[config.mk]
export PLATFORM = sky130hd
export DESIGN_NAME = invaders_grid_flat
export DESIGN_NICKNAME = d
export VERILOG_FILES = /design/src/rtl/invaders_grid_pkg.sv /design/src/rtl/invaders_grid_if.sv /design/src/rtl/invaders_tick.sv /design/src/rtl/invaders_grid.sv /design/src/flat_wrapper.sv
export SDC_FILE = /design/constraint.sdc
export NUM_CORES = 1
export LEC_CHECK = 0
export BUFFER_PORTS_ARGS = -buffer_cell sky130_fd_sc_hd__buf_2
export CORE_AREA = 4 4 101 103
export CTS_BUF_LIST = sky130_fd_sc_hd__clkbuf_4 sky130_fd_sc_hd__clkbuf_8
export CTS_CLUSTER_DIAMETER = 60
export CTS_CLUSTER_SIZE = 30
export DETAILED_ROUTE_END_ITERATION = 10
export DIE_AREA = 0 0 105 107
export SKIP_CTS_REPAIR_TIMING = 1
export SLEW_MARGIN = 20
export SYNTH_ARGS = -nofsm -noshare
export SYNTH_HDL_FRONTEND = slang
export SYNTH_HIERARCHICAL = 1
export SYNTH_SLANG_ARGS = --single-unit
[constraint.sdc]
create_clock -name clk_36MHz -period 6.75 [get_ports clk_36MHz]
set_clock_uncertainty 0.15 [all_clocks]
set_input_delay 1.35 -clock clk_36MHz [delete_from_list [all_inputs] [get_ports clk_36MHz]]
set_output_delay 1.35 -clock clk_36MHz [all_outputs]
set_load 0.05 [all_outputs]
[src/rtl/invaders_grid_pkg.sv]
// Shared types and defaults for the invader grid block.
package invaders_grid_pkg;

    typedef enum logic [1:0] {
        ST_IDLE  = 2'd0,
        ST_MARCH = 2'd1,
        ST_WIN   = 2'd2,
        ST_LOSE  = 2'd3
    } state_t;

    typedef enum logic {
        DIR_RIGHT = 1'b0,
        DIR_LEFT  = 1'b1
    } dir_t;

    localparam int DEF_COLS      = 10;
    localparam int DEF_ROWS      = 3;
    localparam int DEF_X_W       = 5;
    localparam int DEF_Y_W       = 4;
    localparam int DEF_TICK_DIV  = 1;
    localparam int DEF_LAND_LINE = 14;
    localparam int LEVEL_W       = 3;

    // Index width for a count of n items, never narrower than one bit.
    function automatic int idx_w(input int n);
        return (n > 1) ? $clog2(n) : 1;
    endfunction

endpackage

[src/rtl/invaders_grid_if.sv]
// Player-side control, bullet probe and grid status bundle.
interface invaders_grid_if
    import invaders_grid_pkg::*;
#(
    parameter int COLS = DEF_COLS,
    parameter int ROWS = DEF_ROWS,
    parameter int X_W  = DEF_X_W,
    parameter int Y_W  = DEF_Y_W
) ();
    localparam int RW = idx_w(ROWS);
    localparam int CW = idx_w(COLS);

    logic                   start;
    logic [LEVEL_W-1:0]     level;
    logic                   bullet_valid;
    logic [X_W-1:0]         bullet_x;
    logic [Y_W-1:0]         bullet_y;
    logic                   hit;
    logic [RW-1:0]          hit_row;
    logic [CW-1:0]          hit_col;
    logic [ROWS*COLS-1:0]   invaders_array;
    logic [X_W-1:0]         invaders_x;
    logic [Y_W-1:0]         invaders_line;
    logic                   running;
    logic                   cleared;
    logic                   landed;

    modport master (
        output start, level, bullet_valid, bullet_x, bullet_y,
        input  hit, hit_row, hit_col, invaders_array, invaders_x, invaders_line,
               running, cleared, landed
    );

    modport slave (
        input  start, level, bullet_valid, bullet_x, bullet_y,
        output hit, hit_row, hit_col, invaders_array, invaders_x, invaders_line,
               running, cleared, landed
    );

endinterface

[src/rtl/invaders_tick.sv]
// Base tick divider and level-dependent step pacing for the marching grid.
module invaders_tick
    import invaders_grid_pkg::*;
#(
    parameter int TICK_DIV = DEF_TICK_DIV
) (
    input  logic               clk_36MHz,
    input  logic               reset,
    input  logic               i_clear,
    input  logic               i_en,
    input  logic [LEVEL_W-1:0] i_level,
    output logic               o_step
);
    localparam int DW = idx_w(TICK_DIV);

    logic [DW-1:0]      r_div;
    logic [LEVEL_W-1:0] r_ticks;
    logic               w_tick;
    logic               w_last;

    assign w_tick = i_en && (r_div == DW'(TICK_DIV - 1));
    // Level 7 steps on every tick, level 0 on every eighth.
    assign w_last = (r_ticks == ('1 - i_level));
    assign o_step = w_tick && w_last;

    // Divider and tick counter only advance while marching.
    always_ff @(posedge clk_36MHz) begin
        // NOTE: sequential state uses non-blocking assignments so every flop samples pre-edge values.
        if (reset || i_clear) begin
            r_div   <= '0;
            r_ticks <= '0;
        end else if (i_en) begin
            r_div <= w_tick ? '0 : r_div + 1'b1;
            if (w_tick) begin
                r_ticks <= w_last ? '0 : r_ticks + 1'b1;
            end
        end
    end

endmodule

[src/rtl/invaders_grid.sv]
// Invader formation: marching position, alive flags, bullet hit test and wave FSM.
module invaders_grid
    import invaders_grid_pkg::*;
#(
    parameter int COLS      = DEF_COLS,
    parameter int ROWS      = DEF_ROWS,
    parameter int X_W       = DEF_X_W,
    parameter int Y_W       = DEF_Y_W,
    parameter int TICK_DIV  = DEF_TICK_DIV,
    parameter int LAND_LINE = DEF_LAND_LINE
) (
    input  logic           clk_36MHz,
    input  logic           reset,
    invaders_grid_if.slave bus
);
    localparam int N  = ROWS * COLS;
    localparam int RW = idx_w(ROWS);
    localparam int CW = idx_w(COLS);
    localparam int IW = idx_w(N);
    // Leftmost column value at which the right edge of the grid touches the screen edge.
    localparam logic [X_W-1:0] X_RIGHT  = X_W'((1 << X_W) - COLS);
    localparam logic [X_W:0]   COLS_X   = (X_W + 1)'(COLS);
    localparam logic [Y_W:0]   ROWS_Y   = (Y_W + 1)'(ROWS);
    // Top-row line at which the bottom row sits on the landing line.
    localparam logic [Y_W-1:0] LAND_TOP = Y_W'(LAND_LINE - ROWS + 1);

    if (!(COLS <= (1 << X_W) && ROWS <= LAND_LINE && LAND_LINE < (1 << Y_W))) begin : g_bad_params
        $error("invaders_grid: grid does not fit the screen coordinate ranges");
    end

    state_t             r_state;
    state_t             w_state_next;
    dir_t               r_dir;
    dir_t               w_dir_next;
    logic [X_W-1:0]     r_x;
    logic [X_W-1:0]     w_x_next;
    logic [Y_W-1:0]     r_line;
    logic [Y_W-1:0]     w_line_next;
    logic [N-1:0]       r_array;
    logic [N-1:0]       w_array_next;
    logic [LEVEL_W-1:0] r_level;
    logic               r_hit;
    logic [RW-1:0]      r_hit_row;
    logic [CW-1:0]      r_hit_col;

    logic               w_in_march;
    logic               w_start_ok;
    logic               w_step;
    logic [X_W:0]       w_dx;
    logic [Y_W:0]       w_dy;
    logic               w_in_grid;
    logic [RW-1:0]      w_row;
    logic [CW-1:0]      w_col;
    logic [IW-1:0]      w_idx;
    logic               w_hit;
    logic               w_win;
    logic               w_land;

    assign w_in_march = (r_state == ST_MARCH);
    assign w_start_ok = bus.start && !w_in_march;

    invaders_tick #(
        .TICK_DIV (TICK_DIV)
    ) u_tick (
        .clk_36MHz (clk_36MHz),
        .reset     (reset),
        .i_clear   (w_start_ok),
        .i_en      (w_in_march),
        .i_level   (r_level),
        .o_step    (w_step)
    );

    // Bullet offset from the grid origin; always taken from the current (pre-step) position.
    assign w_dx      = {1'b0, bus.bullet_x} - {1'b0, r_x};
    assign w_dy      = {1'b0, bus.bullet_y} - {1'b0, r_line};
    assign w_in_grid = (bus.bullet_x >= r_x) && (w_dx < COLS_X) &&
                       (bus.bullet_y >= r_line) && (w_dy < ROWS_Y);
    assign w_row     = w_dy[RW-1:0];
    assign w_col     = w_dx[CW-1:0];
    assign w_idx     = IW'(w_row) * IW'(COLS) + IW'(w_col);
    assign w_hit     = w_in_march && bus.bullet_valid && w_in_grid && r_array[w_idx];

    // Alive flags after this cycle's hit, if any.
    always_comb begin
        // NOTE: every combinational output gets a default first so no path can infer a latch.
        w_array_next = r_array;
        if (w_hit) begin
            w_array_next[w_idx] = 1'b0;
        end
    end

    // Horizontal march with a one-line descent at either screen edge.
    always_comb begin
        w_x_next    = r_x;
        w_line_next = r_line;
        w_dir_next  = r_dir;
        if (w_step) begin
            if (r_dir == DIR_RIGHT) begin
                if (r_x == X_RIGHT) begin
                    w_line_next = r_line + 1'b1;
                    w_dir_next  = DIR_LEFT;
                end else begin
                    w_x_next = r_x + 1'b1;
                end
            end else begin
                if (r_x == '0) begin
                    w_line_next = r_line + 1'b1;
                    w_dir_next  = DIR_RIGHT;
                end else begin
                    w_x_next = r_x - 1'b1;
                end
            end
        end
    end

    assign w_win  = w_hit && (w_array_next == '0);
    assign w_land = w_step && (w_line_next == LAND_TOP);

    // Wave FSM next state; clearing the grid wins over a same-cycle landing.
    always_comb begin
        w_state_next = r_state;
        case (r_state)
            ST_IDLE, ST_WIN, ST_LOSE: begin
                if (bus.start) begin
                    w_state_next = ST_MARCH;
                end
            end
            ST_MARCH: begin
                if (w_win) begin
                    w_state_next = ST_WIN;
                end else if (w_land) begin
                    w_state_next = ST_LOSE;
                end
            end
            default: w_state_next = ST_IDLE;
        endcase
    end

    // Wave FSM state register.
    always_ff @(posedge clk_36MHz) begin
        if (reset) begin
            r_state <= ST_IDLE;
        end else begin
            r_state <= w_state_next;
        end
    end

    // Grid position, alive flags and hit report; frozen outside MARCH.
    always_ff @(posedge clk_36MHz) begin
        if (reset) begin
            // NOTE: the alive flags are plain flops, not a RAM, so they take a reset value like any register.
            r_array   <= '1;
            r_x       <= '0;
            r_line    <= '0;
            r_dir     <= DIR_RIGHT;
            r_level   <= '0;
            r_hit     <= 1'b0;
            r_hit_row <= '0;
            r_hit_col <= '0;
        end else begin
            r_hit <= 1'b0;
            if (w_start_ok) begin
                r_array <= '1;
                r_x     <= '0;
                r_line  <= '0;
                r_dir   <= DIR_RIGHT;
                r_level <= bus.level;
            end else if (w_in_march) begin
                r_array <= w_array_next;
                r_x     <= w_x_next;
                r_line  <= w_line_next;
                r_dir   <= w_dir_next;
                if (w_hit) begin
                    r_hit     <= 1'b1;
                    r_hit_row <= w_row;
                    r_hit_col <= w_col;
                end
            end
        end
    end

    assign bus.hit            = r_hit;
    assign bus.hit_row        = r_hit_row;
    assign bus.hit_col        = r_hit_col;
    assign bus.invaders_array = r_array;
    assign bus.invaders_x     = r_x;
    assign bus.invaders_line  = r_line;
    assign bus.running        = (r_state == ST_MARCH);
    assign bus.cleared        = (r_state == ST_WIN);
    assign bus.landed         = (r_state == ST_LOSE);

endmodule

[src/flat_wrapper.sv]
// flat-port wrapper written by rule: the top's interface ports become plain ports
module invaders_grid_flat import invaders_grid_pkg::*;
#(
    parameter int COLS      = DEF_COLS,
    parameter int ROWS      = DEF_ROWS,
    parameter int X_W       = DEF_X_W,
    parameter int Y_W       = DEF_Y_W,
    parameter int TICK_DIV  = DEF_TICK_DIV,
    parameter int LAND_LINE = DEF_LAND_LINE
)
  (clk_36MHz, reset, bus_start, bus_level, bus_bullet_valid, bus_bullet_x, bus_bullet_y, bus_hit, bus_hit_row, bus_hit_col, bus_invaders_array, bus_invaders_x, bus_invaders_line, bus_running, bus_cleared, bus_landed);
  invaders_grid_if #(.COLS(COLS), .ROWS(ROWS), .X_W(X_W), .Y_W(Y_W)) bus_i ();
  input  logic clk_36MHz;
  input  logic reset;
  input wire logic [$bits(bus_i.start)-1:0] bus_start;
  input wire logic [$bits(bus_i.level)-1:0] bus_level;
  input wire logic [$bits(bus_i.bullet_valid)-1:0] bus_bullet_valid;
  input wire logic [$bits(bus_i.bullet_x)-1:0] bus_bullet_x;
  input wire logic [$bits(bus_i.bullet_y)-1:0] bus_bullet_y;
  output wire logic [$bits(bus_i.hit)-1:0] bus_hit;
  output wire logic [$bits(bus_i.hit_row)-1:0] bus_hit_row;
  output wire logic [$bits(bus_i.hit_col)-1:0] bus_hit_col;
  output wire logic [$bits(bus_i.invaders_array)-1:0] bus_invaders_array;
  output wire logic [$bits(bus_i.invaders_x)-1:0] bus_invaders_x;
  output wire logic [$bits(bus_i.invaders_line)-1:0] bus_invaders_line;
  output wire logic [$bits(bus_i.running)-1:0] bus_running;
  output wire logic [$bits(bus_i.cleared)-1:0] bus_cleared;
  output wire logic [$bits(bus_i.landed)-1:0] bus_landed;
  assign bus_i.start = bus_start;
  assign bus_i.level = bus_level;
  assign bus_i.bullet_valid = bus_bullet_valid;
  assign bus_i.bullet_x = bus_bullet_x;
  assign bus_i.bullet_y = bus_bullet_y;
  assign bus_hit = bus_i.hit;
  assign bus_hit_row = bus_i.hit_row;
  assign bus_hit_col = bus_i.hit_col;
  assign bus_invaders_array = bus_i.invaders_array;
  assign bus_invaders_x = bus_i.invaders_x;
  assign bus_invaders_line = bus_i.invaders_line;
  assign bus_running = bus_i.running;
  assign bus_cleared = bus_i.cleared;
  assign bus_landed = bus_i.landed;
  invaders_grid #(.COLS(COLS), .ROWS(ROWS), .X_W(X_W), .Y_W(Y_W), .TICK_DIV(TICK_DIV), .LAND_LINE(LAND_LINE)) u_core (.clk_36MHz(clk_36MHz), .reset(reset), .bus(bus_i));
endmodule
==> metrics <==
outcome=finished, final reports clean; maxcap violations=0; Initial Util=39.80%; final core utilization=45.27%; met1 usage=26.08%; later-pin clock latency in the skew report=0.32 ns; count of final hold-check violations=0; Antenna Nets Post-Route=0; Worst Path Required=6.87 ns; drt wl/cell=17.44 um; nets=542; DR iter-0 viols=285; H-tree levels=2; PortBufs=64; Total GRT Usage=19.38%; r2r setup slk=1.59 ns; Synth Cell Area=3660 sq um; first-pass GRT wire length=17.71 mm; most frequent cell after synthesis=dfxtp_1; slew margin rel.=46.28%; post-detail-place hpwl=8.263 mm; xor-xnor portion of the synthesized cell area=3.590%; Mean Syn Cell Area=8.151 sq um; pre-CTS setup slack=0.7648 ns; gpl congestion=0.9763; clock sinks=56; warnings from Yosys=6; crit path DAT=5.89 ns; sequence of cells on the critical path=buf_2 -> inv_1 -> ha_1 -> inv_1 -> fa_1 -> fa_1 -> xor2_1 -> a221oi_4 -> o221a_4 -> nand2_2 -> o41a_1 -> or4_1 -> nor3b_2 -> a41o_1; Worst path slowest cell=fa_1; Post-Synthesis Cells=449; worst setup margin=0.9827 ns; number of inserted diodes=0; unrepaired setup endpoints after global routing=no; Worst-Margin Slew=0.8058 ns; asr flop ratio synth=0%; CP Launch Type=primary input; top cell type's share of synthesized area=30.63%; Cells after DPL=609; Final Cell Area=4163 sq um; Synth area leader=dfxtp_1; Vias=3530; vias in the first global route=3455; synthesized flop and latch total=56; Pre-antenna DRT Iters=5; number of flops mapped to enable cells by yosys=0; hold crit path type=flip-flop to flip-flop; Final Critical Period=5.767 ns; worst-case clock buffer depth=2; Hold Startpoint=u_core/bus.hit_col[1]$_SDFFE_PP0P_; total gr overflow=0; core region area=9196 sq um; WHS Path Cells=2; Num CTS Buffers=5; Worst R2R Start=u_core/bus.invaders_line[0]$_SDFFE_PP0P_; ys flop type=dfxtp_1; met2 Use GR=31.30%; clk slew on worst S/H paths=0.11 ns; top cells by count, synth=dfxtp_1 (56), nand2_1 (54), nor2_1 (50), inv_1 (25), a21oi_1 (23); top cells by area, synth=dfxtp_1 (31%), ha_1 (5.8%), nand2_1 (5.5%), nor2_1 (5.1%), a21oi_1 (3.1%); CTS tree=built; kind of critical path=primary input to flip-flop; Finished Layout Cells=617; critical path capture point type=flip-flop; Hold Path Sink=u_core/bus.hit_col[1]$_SDFFE_PP0P_; Die Width=105 um; mux cell area share after synthesis=5.231%; largest family of logic cells by synthesized area=simple AND/OR/NAND/NOR gates; CP delay by family, top=compound AO/OA/AOI/OAI gates; Ports=65; Critical Path Fanout Max=14; Synth cell types=68; Syn-to-layout area delta=13.74%; Final Max Tran Viols=0; grt peak-use layer=met2; TNS Setup=0 ns; initial antenna violation count=0; dpl cell area=4064 sq um; Max Clock Freq=0.1734 GHz; Static Leak=1.600 nW; Worst Reg-to-Reg Cells=12; post-synthesis sequential area ratio=30.63%; Via density=5.721; reg2reg end=u_core/r_state[1]$_SDFFE_PP0P_; pin count of the biggest net entering global routing=30; syn_nets=486; WP buf/inv=3; Die Y=107 um; Row Count=35; final setup fails=0; # DRC=0; Synth Area in Simple Gates=25.98%; final wirelength=10.76 mm; die area=11240 sq um; Peak VDD IR=0.00007984 V; slowest stage delay, CP=0.65 ns; Synth Area in Compound Gates=20.99%; Cell Pwr Density=166.5 nW/um^2; clock root cell=clkbuf_8; Tcrit/Tclk final=85.44%; area share of fa/ha/maj cells after synthesis=8.000%; layout cell share with drive strength beyond 1=19.57%; met3 Resource Use GR=3.672%
==> through the flow <==
step / hold slack (ns) / power [mW]
after floorplan: 0.2996 / 0.4554
after global placement: 0.2936 / 0.4935
after detailed placement: 0.3028 / 0.4948
after CTS: 0.3220 / 0.6936
after global routing: 0.3547 / 0.7291
final: 0.3161 / 0.6929
==> per-layer routing <==
metal	part of all wire [%]	routed length [um]	vias to the layer above
li1	-	-	1721
met5	0	0	-
met1	45	4869	1633
met2	45	4822	152
met3	7.4	795	24
met4	2.5	272	0
==> worst min-delay path, stage by stage, from the launching register on <==
cell,delay [ns]
dfxtp_1,0.32
nand2_1,0.05
a21oi_1,0.05
==> layout by cell type (no fill, tap or decap), types with 5 or more instances in the layout <==
cell type	count
a211oi_1	5
nor2_1	49
o211ai_1	5
o31ai_1	13
nand2b_1	16
a21o_1	5
inv_1	25
ha_1	17
nand4_1	8
nor3_1	11
nand2_1	54
dfxtp_1	56
nor2b_1	9
nand3_1	7
buf_2	64
o21ai_0	14
mux2i_1	9
xnor2_1	11
buf_4	6
a21oi_1	23
clkbuf_8	5
==> registers in the layout, indices dropped and copies added, names as in the netlist <==
signal	cells
u_core/bus.hit_col	4
u_core/bus.invaders_x	5
u_core/bus.invaders_array	30
u_core/bus.invaders_line	4
u_core/r_state	2
u_core/bus.hit_row	2
u_core/u_tick/r_div	1
u_core/r_dir	1
u_core/bus.hit	1
u_core/u_tick/r_ticks	3
u_core/r_level	3
==> worst max path at each step <==
stage                     from                             end  slack [ns]  cells after the start
6_report       bus_bullet_y[0]  u_core/r_state[1]$_SDFFE_PP0P_        0.98                     14
5_1_grt        bus_bullet_y[0]  u_core/r_state[1]$_SDFFE_PP0P_        0.79                     14
4_1_cts        bus_bullet_x[0]  u_core/r_state[1]$_SDFFE_PP0P_        1.10                     15
3_5_place_dp   bus_bullet_y[0]  u_core/r_state[1]$_SDFFE_PP0P_        0.76                     14
3_3_place_gp   bus_bullet_y[0]  u_core/r_state[1]$_SDFFE_PP0P_        0.86                     14
2_1_floorplan  bus_bullet_x[0]  u_core/r_state[1]$_SDFFE_PP0P_        1.63                     15
==> logic make-up after synthesis <==
kind of cell	count (synthesis)
AO/OA/AOI/OAI	106
adder cells (fa/ha/maj)	21
buffers and inverters	48
multiplexers	14
flip-flops	56
AND/OR/NAND/NOR	189
XOR/XNOR	15
==> area by class of cell <==
cell class,instances,area (sq um)
fillers,955,5034
multi-input cells,345,2342
inverters,27,101.3
clock inverters,3,25.02
clock buffers,5,68.82
well taps,111,138.9
flip-flops and latches,56,1121
repair buffers,70,365.4
==> where the power goes <==
part	internal [mW]	switching, mW	leakage, nW
Clock	0.0761	0.125	0.0452
Sequential	0.333	0.00259	0.453
Combinational	0.0530	0.103	1.10
Total	0.462	0.231	1.60
Power figures use the tool's default switching activity.
